## src/rtl/main_mem_arb_pkg.sv

```systemverilog
// Shared types and constants for the main data memory arbiter.
package main_mem_arb_pkg;

  typedef enum logic [1:0] {
    ID_PIPE = 2'd0,
    ID_LOAD = 2'd1,
    ID_DBG  = 2'd2
  } req_id_e;

  localparam int RD_LAT = 2;
  localparam int DEF_AW = 12;
  localparam int DEF_DW = 16;

  typedef struct packed {
    logic    valid;
    req_id_e id;
  } tag_t;

endpackage

```

## src/rtl/mem_arb_rr2.sv

```systemverilog
// Two-way round-robin picker with its own pointer; ptr=0 favours req[0].
module mem_arb_rr2 (
  input  logic       clock,
  input  logic       reset,
  input  logic [1:0] req,
  input  logic       advance,
  output logic [1:0] pick
);

  logic ptr;

  always_comb begin
    pick = req;
    if (req == 2'b11) pick = ptr ? 2'b10 : 2'b01;
  end

  // After serving one side, favour the other; hold when nothing was taken.
  always_ff @(posedge clock or negedge reset) begin
    if (!reset)       ptr <= 1'b0;
    else if (advance) ptr <= pick[0];
  end

endmodule

```

## src/rtl/main_mem_arbiter.sv

```systemverilog
// Single-port main memory arbiter: pipeline > round-robin(loader, debug).
// Optional starvation guard for loader/debug: MAIN_MEM_ARB_STARVE_GUARD_EN.
module main_mem_arbiter
  import main_mem_arb_pkg::*;
#(
  parameter int AW       = DEF_AW,
  parameter int DW       = DEF_DW,
  parameter int MAX_WAIT = 8
) (
  input  logic          clock,
  input  logic          reset,
  input  logic          p_req,
  input  logic          p_we,
  input  logic [AW-1:0] p_addr,
  input  logic [DW-1:0] p_wdata,
  input  logic          l_req,
  input  logic          l_we,
  input  logic [AW-1:0] l_addr,
  input  logic [DW-1:0] l_wdata,
  input  logic          d_req,
  input  logic          d_we,
  input  logic [AW-1:0] d_addr,
  input  logic [DW-1:0] d_wdata,
  output logic          p_gnt,
  output logic          l_gnt,
  output logic          d_gnt,
  output logic          p_rvalid,
  output logic          l_rvalid,
  output logic          d_rvalid,
  output logic [DW-1:0] rdata,
  output logic [AW-1:0] m_addr,
  output logic [DW-1:0] m_data,
  output logic          m_rw,
  input  logic [DW-1:0] m_q
);

  logic [1:0]    rr_req;
  logic [1:0]    rr_pick;
  logic          pipe_win;
  logic          any_gnt;
  logic          win_we;
  logic [AW-1:0] win_addr;
  logic [DW-1:0] win_wdata;
  req_id_e       win_id;
  tag_t          tag_q [RD_LAT];
  tag_t          tag_out;

`ifdef MAIN_MEM_ARB_STARVE_GUARD_EN
  localparam int CW = $clog2(MAX_WAIT + 1);
  logic [CW-1:0] l_wait, d_wait;
  logic          l_starve, d_starve, any_starve;

  assign l_starve   = l_req && (l_wait == CW'(MAX_WAIT));
  assign d_starve   = d_req && (d_wait == CW'(MAX_WAIT));
  assign any_starve = l_starve || d_starve;
  // A starving requester jumps the pipeline; two starving ones fall back to round-robin.
  assign rr_req     = any_starve ? {d_starve, l_starve} : {d_req, l_req};
  assign pipe_win   = p_req && !any_starve;

  always_ff @(posedge clock or negedge reset) begin
    if (!reset) begin
      l_wait <= '0;
      d_wait <= '0;
    end else begin
      if (!l_req || l_gnt)               l_wait <= '0;
      else if (l_wait != CW'(MAX_WAIT))  l_wait <= l_wait + 1'b1;
      if (!d_req || d_gnt)               d_wait <= '0;
      else if (d_wait != CW'(MAX_WAIT))  d_wait <= d_wait + 1'b1;
    end
  end
`else
  assign rr_req   = {d_req, l_req};
  assign pipe_win = p_req;
`endif

  mem_arb_rr2 u_rr (
    .clock   (clock),
    .reset   (reset),
    .req     (rr_req),
    .advance (l_gnt | d_gnt),
    .pick    (rr_pick)
  );

  assign p_gnt   = reset && pipe_win;
  assign l_gnt   = reset && !pipe_win && rr_pick[0];
  assign d_gnt   = reset && !pipe_win && rr_pick[1];
  assign any_gnt = p_gnt | l_gnt | d_gnt;

  always_comb begin
    win_we    = 1'b0;
    win_addr  = '0;
    win_wdata = '0;
    win_id    = ID_PIPE;
    if (p_gnt) begin
      win_we = p_we; win_addr = p_addr; win_wdata = p_wdata; win_id = ID_PIPE;
    end else if (l_gnt) begin
      win_we = l_we; win_addr = l_addr; win_wdata = l_wdata; win_id = ID_LOAD;
    end else if (d_gnt) begin
      win_we = d_we; win_addr = d_addr; win_wdata = d_wdata; win_id = ID_DBG;
    end
  end

  always_ff @(posedge clock or negedge reset) begin
    if (!reset) begin
      m_addr <= '0;
      m_data <= '0;
      m_rw   <= 1'b0;
      for (int i = 0; i < RD_LAT; i++) tag_q[i] <= '0;
    end else begin
      tag_q[0] <= '{valid: any_gnt && !win_we, id: win_id};
      for (int i = 1; i < RD_LAT; i++) tag_q[i] <= tag_q[i-1];
      m_rw <= any_gnt && win_we;
      if (any_gnt) begin
        m_addr <= win_addr;
        m_data <= win_wdata;
      end
    end
  end

  assign tag_out  = tag_q[RD_LAT-1];
  assign p_rvalid = tag_out.valid && (tag_out.id == ID_PIPE);
  assign l_rvalid = tag_out.valid && (tag_out.id == ID_LOAD);
  assign d_rvalid = tag_out.valid && (tag_out.id == ID_DBG);
  assign rdata    = m_q;

endmodule

```

## config.mk

```make
export PLATFORM = sky130hd
export DESIGN_NAME = main_mem_arbiter
export DESIGN_NICKNAME = d
export VERILOG_FILES = /design/src/rtl/main_mem_arb_pkg.sv /design/src/rtl/mem_arb_rr2.sv /design/src/rtl/main_mem_arbiter.sv
export SDC_FILE = /design/constraint.sdc
export NUM_CORES = 1
export LEC_CHECK = 0
export CAP_MARGIN = 20
export CORE_MARGIN = 1
export CORE_UTILIZATION = 33
export CTS_CLUSTER_DIAMETER = 30
export DETAILED_ROUTE_END_ITERATION = 12
export PLACE_DENSITY_LB_ADDON = 0.15
export SLEW_MARGIN = 20
export SYNTH_ARGS = -nofsm -noshare
export SYNTH_HDL_FRONTEND = slang
export SYNTH_SLANG_ARGS = --single-unit
```

## constraint.sdc

```tcl
create_clock -name clock -period 1.65 [get_ports clock]
set_clock_uncertainty 0.05 [all_clocks]
set_input_delay 0.33 -clock clock [delete_from_list [all_inputs] [get_ports clock]]
set_output_delay 0.33 -clock clock [all_outputs]
set_load 0.05 [all_outputs]
```

==> flow_summary.yaml, run 1 <==
synthesis:
  ys_seq_area_share_pct: 45.5
  syn-num-nets: 320
  synth_area_per_cell_um2: 9.34
  yosysUniqueCellTypes: 23
  netlist_area_mm2: 0.00198
  post_synthesis_cell_count: 212
  ys_ff_latch: 36
  synth_top_cell_area_share_pct: 45.5
  yosys-top-cells-area: "sky130_fd_sc_hd__dfrtp_1, sky130_fd_sc_hd__a31oi_1, sky130_fd_sc_hd__buf_4, sky130_fd_sc_hd__nand3_1, sky130_fd_sc_hd__nand2_1"
  yosys_warnings: 0
  yosysTopAreaCell: "sky130_fd_sc_hd__dfrtp_1"
clock_tree:
  cts_root_buf: "sky130_fd_sc_hd__clkbuf_8"
  cts_made_buffers: 5
  clkLatencyLatePin_ns: 0.28
  cts.clk_slew.worst_paths_ns: 0.07
  cts_tree: "yes"
  htree_num_levels: 2
  tritoncts_num_sinks: 36
  clock_path_buffers: 2
sta:
  timing.fmax_mhz: 639
  max_slew.worst_pin.slew_ns: 0.415
  fin_crit_ns: 1.56
  final_slew_viol_count: 0
  hold_violations: 0
  grt_setup_unrepaired: "false"
  worst_slew_margin_rel_pct: 72.3
  timing.setup.tns_ns: 0
  total_setup_violations_reported_at_the_end_of_the_flow: 0
  min_period_over_period_pct: 94.8
finish:
  mostFrequentLayoutCell: "sky130_fd_sc_hd__clkdlybuf4s50_1"
  syn2layout_area_growth_pct: 73.0
  num_antenna_cells: 0
  fillerInstances: 490
  layout.cells.most_common_list: "sky130_fd_sc_hd__clkdlybuf4s50_1, sky130_fd_sc_hd__buf_4, sky130_fd_sc_hd__dfrtp_1, sky130_fd_sc_hd__nand2_1, sky130_fd_sc_hd__a31oi_1"
  regArea_um2: 901
  multiInputGateArea_um2: 838
  proportion_of_layout_cells_with_a_drive_suffix_above_1_pct: 24.6
  layout.nets: 441
  final_core_util_pct: 60.7
critical_path:
  cp_max_fo: 4
  cp.required_ns: 1.27
  worst-setup-path-type: "reg -> out"
  crit_path_end_kind: "output pin"
  worst-endpoint-arrival_ns: 1.18
  start_kind: "flip-flop"
  r2r.worst_path.cells: 5
pwr:
  p_per_area_mw_per_mm2: 868
  combinational_share_of_power_pct: 41.4
  p_int_mw: 1.91
  largest_vdd_supply_drop_mv: 0.357
  clockPowerShare_pct: 22.6
  power.share.sequential_pct: 36.0
  p_leak_nw: 1.42
  power.switching_fraction_pct: 35.9
  power.net_switching_mw: 1.07
global_route:
  globalRoute.totalOverflow: 0
  grt.busiest_layer: "met2"
  grt_use_total_pct: 21.2
  globalRouteMet3Util_pct: 6.51
  grt_pass1_vias: 2112
  grt_pass1_wl_um: 10300
  grt_start_max_net_pins: 33
  use_met2_pct: 34.0
  global_routing_usage_on_met1_pct: 27.0
  number_of_antenna_violations_at_the_first_check_in_global_routing: 0
floorplanning:
  die_x_um: 79.5
  dieArea_mm2: 0.00632
  floorplan.die.height_um: 79.5
  floorplan_core_area_mm2: 0.00564
  starting_density_of_the_core_pct: 35.1
  standard_cell_rows: 27
  ioPinCount: 159
placement:
  detailed_place_hpwl_um: 4570
  place_congestion: 0.790
  port_buffers: 126
detailed_routing:
  route.final.wire_length_um: 6400
  wire_per_inst_um: 15.8
  initialDrtViolationCount: 114
  remaining_drc_errors: 0
  detail-route-antenna-nets: 0
  dr_total_vias: 2075
  dr.pass1.iters: 4
  via_per_inst: 5.12
status:
  status: "finished, final reports clean"
flow_run:
  drv.max_cap_violation_count: 0
hold_path:
  worst_hold_path_type: "in -> async"
-- critical path: stages (launching register included) --
cell                       delay, ns
sky130_fd_sc_hd__dfrtp_1        0.41
sky130_fd_sc_hd__nand2b_4       0.16
sky130_fd_sc_hd__nand2_2        0.05
sky130_fd_sc_hd__nor2_2         0.13
sky130_fd_sc_hd__buf_12         0.15
-- path summary, 6_finish.rpt --
| kind | to | slack (ns) | startpoint |
|---|---|---|---|
| worst max register to register | m_rw$_DFF_PN0_ | 0.32 | u_rr.ptr$_DFFE_PN0P_ |
| min in group clock | tag_out[1]$_DFF_PN0_ | 0.30 | tag_q[4]$_DFF_PN0_ |
| worst min register to register | tag_out[1]$_DFF_PN0_ | 0.30 | tag_q[4]$_DFF_PN0_ |
| worst max-delay path | d_gnt | 0.09 | u_rr.ptr$_DFFE_PN0P_ |
| max in group asynchronous | m_addr[8]$_DFFE_PN0P_ | 0.85 | reset |
| worst min-delay path | tag_out[2]$_DFF_PN0_ | 0.14 | reset |
-- registers in the layout (all words and copies together) (netlist names) --
name      count
tag_q         3
u_rr.ptr      1
tag_out       3
m_addr       12
m_data       16
m_rw          1
-- synthesized netlist by cell type --
cell	instances
sky130_fd_sc_hd__a21boi_2	1
sky130_fd_sc_hd__inv_1	3
sky130_fd_sc_hd__nand2_1	33
sky130_fd_sc_hd__clkbuf_1	1
sky130_fd_sc_hd__a31oi_1	30
sky130_fd_sc_hd__o21a_1	1
sky130_fd_sc_hd__and2_1	3
sky130_fd_sc_hd__nand3_1	28
sky130_fd_sc_hd__nand2b_1	1
sky130_fd_sc_hd__nor2_1	3
sky130_fd_sc_hd__nand3b_1	2
sky130_fd_sc_hd__nand4b_1	1
sky130_fd_sc_hd__o31a_1	1
sky130_fd_sc_hd__dfrtp_1	36
sky130_fd_sc_hd__buf_4	19
sky130_fd_sc_hd__nor2b_4	1
sky130_fd_sc_hd__and3b_1	1
sky130_fd_sc_hd__a21oi_1	3
sky130_fd_sc_hd__nor3b_1	1
sky130_fd_sc_hd__buf_2	10
sky130_fd_sc_hd__o22ai_2	9
sky130_fd_sc_hd__o22ai_1	19
sky130_fd_sc_hd__buf_6	5
-- cell type report --
| cell class | count | area share [%] |
|---|---|---|
| repair buffers | 149 | 43.5 |
| flip-flops and latches | 36 | 26.3 |
| multi-input cells | 138 | 24.5 |
| clock buffers | 7 | 2.81 |
| well taps | 72 | 2.63 |
| inverters | 3 | 0.329 |
-- logic make-up (layout without fill, tap and decap cells) --
group / after synthesis / after routing / synth area share (%)
compound gates: 64 / 64 / 23.3
flops: 36 / 36 / 45.5
simple gates: 74 / 74 / 17.9
buf+inv: 38 / 159 / 13.3
-- power groups by stage --
stage               clock network (mW)  registers (mW)  logic [mW]
floorplan                            0            1.42       0.420
global placement                     0            1.08        1.21
detailed placement                   0            1.08        1.22
CTS                              0.704            1.07        1.24
global route                     0.736            1.08        1.31
finish                           0.672            1.07        1.23
-- timing repair --
item / 4_1_cts / 5_1_grt
pin swaps: 2 / 1
endpoints found under the hold margin: 6 / 0
endpoints found under the setup margin: 3 / 1
gates resized for setup: 5 / 2
hold buffers: 1 / 0
buffers inserted: 2 / 0
-- layer usage --
| metal | up-vias | wire [um] |
|---|---|---|
| li1 | 1002 | - |
| met1 | 968 | 2790 |
| met2 | 103 | 3040 |
| met3 | 2 | 569 |
| met4 | 0 | 7 |
| met5 | - | 0 |
-- stage by stage --
stage | instances | cell area [um2] | hold WS, ns | total power [mW] | worst slack [ns]
6_report | 405 | 3430 | 0.139 | 2.97 | 0.0853
5_1_grt | 405 | 3430 | 0.172 | 3.13 | 0.0215
4_1_cts | 405 | 3420 | 0.150 | 3.01 | 0.0175
3_5_place_dp | 395 | 3290 | 0.287 | 2.31 | -0.151
3_3_place_gp | 395 | 3290 | 0.283 | 2.29 | -0.153
2_1_floorplan | 212 | 1990 | -0.0156 | 1.84 | 0.0541
No activity file was read; power rests on OpenSTA's default activity.
==> inputs of run 2 (changes only) <==
Settings changed: CORE_UTILIZATION 33 to 36, SYNTH_HIERARCHICAL set to 1.
==> run 2 against run 1 <==
The flow now finishes with violations (negative setup slack). Count of clock-buffer cells in the layout shrank 1. Combinational power up 47%. Clock power is 12% higher. Utilization is 2.7 points higher. Highest routed layer unchanged.
==> flow_summary.yaml, run 2 <==
finish:
  post-route-cell-area_mm2: 0.00405
  syn2layout_area_growth_pct: 69.1
  layout.cells.most_common_list: "sky130_fd_sc_hd__clkdlybuf4s50_1, sky130_fd_sc_hd__buf_4, sky130_fd_sc_hd__dfrtp_1, sky130_fd_sc_hd__nor2b_1, sky130_fd_sc_hd__o31ai_2"
  num_antenna_cells: 0
  mostFrequentLayoutCell: "sky130_fd_sc_hd__clkdlybuf4s50_1"
  fillerInstances: 533
  proportion_of_layout_cells_with_a_drive_suffix_above_1_pct: 45.1
  largest_registers: "m_data (16), m_addr (12)"
  largest_register_ff_count: 16
  layout.nets: 446
  register_bank_with_the_most_flops: "m_data"
synthesis:
  synth_enable_flop_cells: 0
  yosysUniqueCellTypes: 29
  synth_top_cell_area_share_pct: 37.6
  async_flop_share_pct: 100
  ys_ff_latch: 36
  yosys-top-cells-count: "sky130_fd_sc_hd__dfrtp_1, sky130_fd_sc_hd__nand2_1, sky130_fd_sc_hd__nor2b_1"
  syn-num-nets: 315
  yosysMostFrequentCell: "sky130_fd_sc_hd__dfrtp_1"
  ys.flop_type: "sky130_fd_sc_hd__dfrtp_1"
  yosys_warnings: 6
  netlist_area_mm2: 0.00240
  synth_area_per_cell_um2: 11.6
  yosys-top-cells-area: "sky130_fd_sc_hd__dfrtp_1, sky130_fd_sc_hd__a221oi_2, sky130_fd_sc_hd__o31ai_2, sky130_fd_sc_hd__nor2b_1, sky130_fd_sc_hd__buf_4"
  ys_seq_area_share_pct: 37.6
  post_synthesis_cell_count: 207
  yosysTopAreaCell: "sky130_fd_sc_hd__dfrtp_1"
critical_path:
  worst-setup-path-type: "reg -> reg"
  start_kind: "flip-flop"
  crit_path_end_kind: "flip-flop"
  worst-endpoint-arrival_ns: 1.92
  timing.rr.start: "u_rr/ptr$_DFFE_PN0P_"
  cp_max_fo: 7
  startpoint: "u_rr/ptr$_DFFE_PN0P_"
  cp.required_ns: 1.79
clock_tree:
  clock_path_buffers: 2
  cts_root_buf: "sky130_fd_sc_hd__clkbuf_8"
  clkLatencyLatePin_ns: 0.28
  htree_num_levels: 2
  cts.clk_slew.worst_paths_ns: 0.07
  cts_tree: "yes"
  cts_made_buffers: 5
  tritoncts_num_sinks: 36
floorplanning:
  starting_density_of_the_core_pct: 37.5
  dieArea_mm2: 0.00699
  die_x_um: 83.6
  floorplan_core_area_mm2: 0.00639
  floorplan.die.height_um: 83.6
  standard_cell_rows: 29
  ioPinCount: 159
detailed_routing:
  via_per_inst: 5.01
  remaining_drc_errors: 0
  route.final.wire_length_um: 6620
  detail-route-antenna-nets: 0
  initialDrtViolationCount: 52
  m1WireLength_um: 2860
  wire_per_inst_um: 15.9
  dr_total_vias: 2086
  maxUsedRoutingLayer: "met4"
  dr.pass1.iters: 4
  met2_wirelength_um: 3240
  wl_met3_um: 467
global_route:
  number_of_antenna_violations_at_the_first_check_in_global_routing: 0
  globalRoute.totalOverflow: 0
  grt_pass1_wl_um: 10500
  grt_use_total_pct: 18.8
  grt_start_max_net_pins: 29
  grt_pass1_vias: 2106
placement:
  detailed_place_hpwl_um: 4720
  dpl-instance-area_mm2: 0.00361
  port_buffers: 126
  place_congestion: 0.780
sta:
  setup_slack_ns: -0.128
  worst_slew_margin_rel_pct: 74.7
  final_slew_viol_count: 0
  grt_setup_unrepaired: "true"
  hold_violations: 0
  total_setup_violations_reported_at_the_end_of_the_flow: 28
  max_slew.worst_pin.slew_ns: 0.378
  final.hold.worst_slack_ns: 0.0597
  min_period_over_period_pct: 108
  timing.setup.tns_ns: -2.42
  fin_crit_ns: 1.78
  timing.fmax_mhz: 563
status:
  status: "finished with violations"
  violations_in_the_final_reports: "negative setup slack"
pwr:
  largest_vdd_supply_drop_mv: 0.453
  p_per_area_mw_per_mm2: 914
  p_leak_nw: 1.73
hold_path:
  worst_hold_path_type: "in -> async"
flow_run:
  drv.max_cap_violation_count: 0
## run 2: critical path, stage by stage (launching register included)
cell and delay [ns]:
sky130_fd_sc_hd__dfrtp_1 0.44, sky130_fd_sc_hd__inv_2 0.09, sky130_fd_sc_hd__a21boi_4 0.06, sky130_fd_sc_hd__buf_6 0.12, sky130_fd_sc_hd__buf_4 0.14, sky130_fd_sc_hd__o31ai_4 0.25, sky130_fd_sc_hd__buf_6 0.22, sky130_fd_sc_hd__clkbuf_16 0.17
sky130_fd_sc_hd__nand2_1 0.07, sky130_fd_sc_hd__o31ai_2 0.07
## run 2: power breakdown
part / switching, mW / internal [mW]
Combinational: 1.00 / 0.812
Sequential: 0.107 / 1.03
Clock: 0.302 / 0.448
## run 2: kinds of logic after synthesis
group	after synthesis	synth area share, %
AO/OA/AOI/OAI	61	30.7
buffers and inverters	40	14.8
flip-flops	36	37.6
multiplexers	1	0.626
AND/OR/NAND/NOR	69	16.3
## run 2: cell type report
cell class	instances	area, um2	area share [%]
Timing Repair Buffer	160	1660	41.1
Multi-Input combinational cell	131	1270	31.3
Sequential cell	36	901	22.2
Tap cell	77	96.3	2.38
Clock buffer	6	72.6	1.79
Clock inverter	2	35.0	0.865
Inverter	4	15.0	0.371
## run 2: routing by layer
metal	vias to the layer above	global-route usage, %
met1	982	23.9
met2	88	31.8
met5	-	0
met3	7	4.35
met4	0	5.24
li1	1009	-
## run 2: worst paths after layout
kind                       cells after the start  slack, ns               endpoint
max reg2reg                                    9      -0.13  m_addr[0]$_DFFE_PN0P_
max                                            9      -0.13  m_addr[0]$_DFFE_PN0P_
min                                            2       0.06     tag_q[3]$_DFF_PN0_
min reg2reg                                    0       0.30   tag_out[1]$_DFF_PN0_
min in group clock                             0       0.30   tag_out[1]$_DFF_PN0_
max in group asynchronous                      3       0.67  m_data[1]$_DFFE_PN0P_
## run 2: timing repair
action | CTS | global route
pin swaps | 4 | 2
gates resized for setup | 17 | 23
buffers inserted | 6 | 0
hold buffers | 2 | 0
endpoints found under the hold margin | 14 | 0
gates cloned | 3 | 3
setup endpoints to repair | 33 | 32
## run 2: stage by stage
step	cells	utilization [%]	power (mW)	worst slack (ns)
2_1_floorplan	207	-	2.27	-0.216
3_3_place_gp	394	56.6	2.76	-0.350
3_5_place_dp	394	56.6	2.78	-0.385
4_1_cts	413	61.3	3.65	-0.140
5_1_grt	416	63.4	3.88	-0.201
6_report	416	63.4	3.70	-0.128
==> inputs of run 3 (changes only) <==
Settings changed: TNS_END_PERCENT set to 10.
==> run 3 against run 2 <==
First-iteration DRC count up 19%. The run still ends with negative setup slack left. Clock power up 3%. Setup slack worse by 0.15 ns. Combinational power about the same. Non-clock buffer count up 4. Count of clock-buffer cells in the layout down 1. Hold slack worse by 0.017 ns. Critical endpoint is now m_data[11]$_DFFE_PN0P_. Cell count up 1.2%. Die area unchanged.
==> flow_summary.yaml, run 3 (synthesized netlist as in run 2, its figures left out) <==
clock_tree:
  cts.clk_slew.worst_paths_ns: 0.08
  clkLatencyLatePin_ns: 0.28
  cts_root_buf: "sky130_fd_sc_hd__clkbuf_8"
  clock_path_buffers: 2
  htree_num_levels: 2
  cts_tree: "yes"
  cts_made_buffers: 5
  tritoncts_num_sinks: 36
sta:
  setup_slack_ns: -0.275
  timing.setup.tns_ns: -5.82
  timing.fmax_mhz: 520
  grt_setup_unrepaired: "true"
  worst_slew_margin_rel_pct: 62.0
  max_slew.worst_pin.slew_ns: 0.568
  fin_crit_ns: 1.92
  final_slew_viol_count: 0
  min_period_over_period_pct: 117
  hold_violations: 0
  total_setup_violations_reported_at_the_end_of_the_flow: 31
pwr:
  combinational_share_of_power_pct: 49.4
  clockPowerShare_pct: 20.7
  total_power_mw: 3.72
  power.switching_fraction_pct: 38.3
  power.share.sequential_pct: 29.9
  p_leak_nw: 1.71
  p_int_mw: 2.29
  p_per_area_mw_per_mm2: 935
  power.net_switching_mw: 1.42
  largest_vdd_supply_drop_mv: 0.541
floorplanning:
  floorplan.die.height_um: 83.6
  floorplan_core_area_mm2: 0.00639
  dieArea_mm2: 0.00699
  die_x_um: 83.6
  standard_cell_rows: 29
  starting_density_of_the_core_pct: 37.5
  ioPinCount: 159
placement:
  dp.cells: 390
  place_congestion: 0.708
  detailed_place_hpwl_um: 4480
  dpl-instance-area_mm2: 0.00355
  port_buffers: 126
detailed_routing:
  wire_per_inst_um: 16.2
  via_per_inst: 4.95
  initialDrtViolationCount: 62
  remaining_drc_errors: 0
  dr_total_vias: 2084
  route.final.wire_length_um: 6800
  detail-route-antenna-nets: 0
  dr.pass1.iters: 4
global_route:
  use_met2_pct: 31.9
  grt_use_total_pct: 18.2
  grt_start_max_net_pins: 43
  global_routing_usage_on_met1_pct: 22.4
  grt.busiest_layer: "met2"
  grt_pass1_vias: 2051
  grt_pass1_wl_um: 10100
  number_of_antenna_violations_at_the_first_check_in_global_routing: 0
  globalRouteMet3Util_pct: 3.76
  globalRoute.totalOverflow: 0
finish:
  layout.cells.most_common_list: "sky130_fd_sc_hd__clkdlybuf4s50_1, sky130_fd_sc_hd__buf_4, sky130_fd_sc_hd__dfrtp_1, sky130_fd_sc_hd__nand2_1, sky130_fd_sc_hd__nor2b_1"
  num_antenna_cells: 0
  largest_register_ff_count: 16
  layout.nets: 451
  largest_registers: "m_data (16), m_addr (12)"
  fillerInstances: 552
  post-route-cell-area_mm2: 0.00397
  proportion_of_layout_cells_with_a_drive_suffix_above_1_pct: 40.7
  syn2layout_area_growth_pct: 65.8
  mostFrequentLayoutCell: "sky130_fd_sc_hd__clkdlybuf4s50_1"
  register_bank_with_the_most_flops: "m_data"
  final_cell_count_no_fill: 421
critical_path:
  cp_max_fo: 7
  cp.required_ns: 1.75
  crit_path_end_kind: "flip-flop"
  start_kind: "flip-flop"
  worst-setup-path-type: "reg -> reg"
  worst-endpoint-arrival_ns: 2.03
status:
  status: "finished with violations"
  violations_in_the_final_reports: "negative setup slack"
hold_path:
  worst_hold_path_type: "in -> async"
flow_run:
  drv.max_cap_violation_count: 0
-- run 3: changes by cell type in the layout (fill, tap and decap cells not counted), moves of 2 or more --
cell	delta
sky130_fd_sc_hd__nand2_1	+18
sky130_fd_sc_hd__nand2_2	-16
sky130_fd_sc_hd__buf_4	+6
sky130_fd_sc_hd__buf_16	-3
sky130_fd_sc_hd__buf_6	+2
sky130_fd_sc_hd__nand2_4	-2
sky130_fd_sc_hd__o31ai_1	+2
-- run 3: repair_timing --
| action | CTS | global route |
|---|---|---|
| gates cloned | 1 | 3 |
| setup endpoints to repair | 33 | 33 |
| pin swaps | 1 | 6 |
| hold buffers | 2 | 0 |
| resized for setup | 14 | 11 |
| buffers inserted | 3 | 14 |
| hold endpoints to repair | 6 | 0 |
-- run 3: through the flow --
step                      setup slack (ns)  util [%]  hold WS, ns
final                               -0.275      62.2       0.0430
after global routing                -0.308      62.2       0.0578
after CTS                           -0.281      58.7       0.0359
after detailed placement            -0.871      55.5        0.286
after global placement              -0.754      55.5        0.284
after floorplan                     -0.217         -      -0.0156
-- run 3: cell type report --
type	instances	area, um2	area share (%)
tap	77	96.3	2.43
multi-input combinational	132	1220	30.8
clock buffer	5	68.8	1.73
clock inverter	3	42.5	1.07
inverter	4	15.0	0.378
sequential	36	901	22.7
timing repair buffer	164	1620	40.9
-- run 3: power groups by stage --
| stage | Clock, mW | Combinational [mW] | Sequential (mW) |
|---|---|---|---|
| final | 0.770 | 1.84 | 1.11 |
| after global routing | 0.834 | 1.93 | 1.13 |
| after CTS | 0.796 | 1.69 | 1.11 |
| after detailed placement | 0 | 1.61 | 1.12 |
| after global placement | 0 | 1.60 | 1.12 |
| after floorplan | 0 | 0.694 | 1.58 |
-- run 3: path summary, 6_finish.rpt --
kind	endpoint	slack [ns]	depth (start not counted)	startpoint
setup / recovery	m_data[11]$_DFFE_PN0P_	-0.27	10	u_rr/ptr$_DFFE_PN0P_
min in group clock	tag_out[2]$_DFF_PN0_	0.30	0	tag_q[5]$_DFF_PN0_
hold / removal	m_data[5]$_DFFE_PN0P_	0.04	2	reset
setup reg to reg	m_data[11]$_DFFE_PN0P_	-0.27	10	u_rr/ptr$_DFFE_PN0P_
max in group asynchronous	m_addr[3]$_DFFE_PN0P_	0.72	3	reset
hold reg to reg	tag_out[2]$_DFF_PN0_	0.30	0	tag_q[5]$_DFF_PN0_
-- run 3: routing by layer --
layer,part of all wire [%],vias up
li1,-,1015
met1,42,983
met2,52,69
met3,5.0,17
met4,1.0,0
met5,0,-
-- run 3: worst max-delay path: stages (launching register included) --
cell and delay [ns]:
sky130_fd_sc_hd__dfrtp_1 0.40, sky130_fd_sc_hd__buf_6 0.13, sky130_fd_sc_hd__a21boi_4 0.15, sky130_fd_sc_hd__buf_4 0.13
sky130_fd_sc_hd__buf_6 0.12, sky130_fd_sc_hd__buf_12 0.12, sky130_fd_sc_hd__buf_4 0.11, sky130_fd_sc_hd__buf_4 0.10
sky130_fd_sc_hd__nor2b_1 0.04, sky130_fd_sc_hd__a221oi_1 0.31, sky130_fd_sc_hd__o31ai_1 0.14
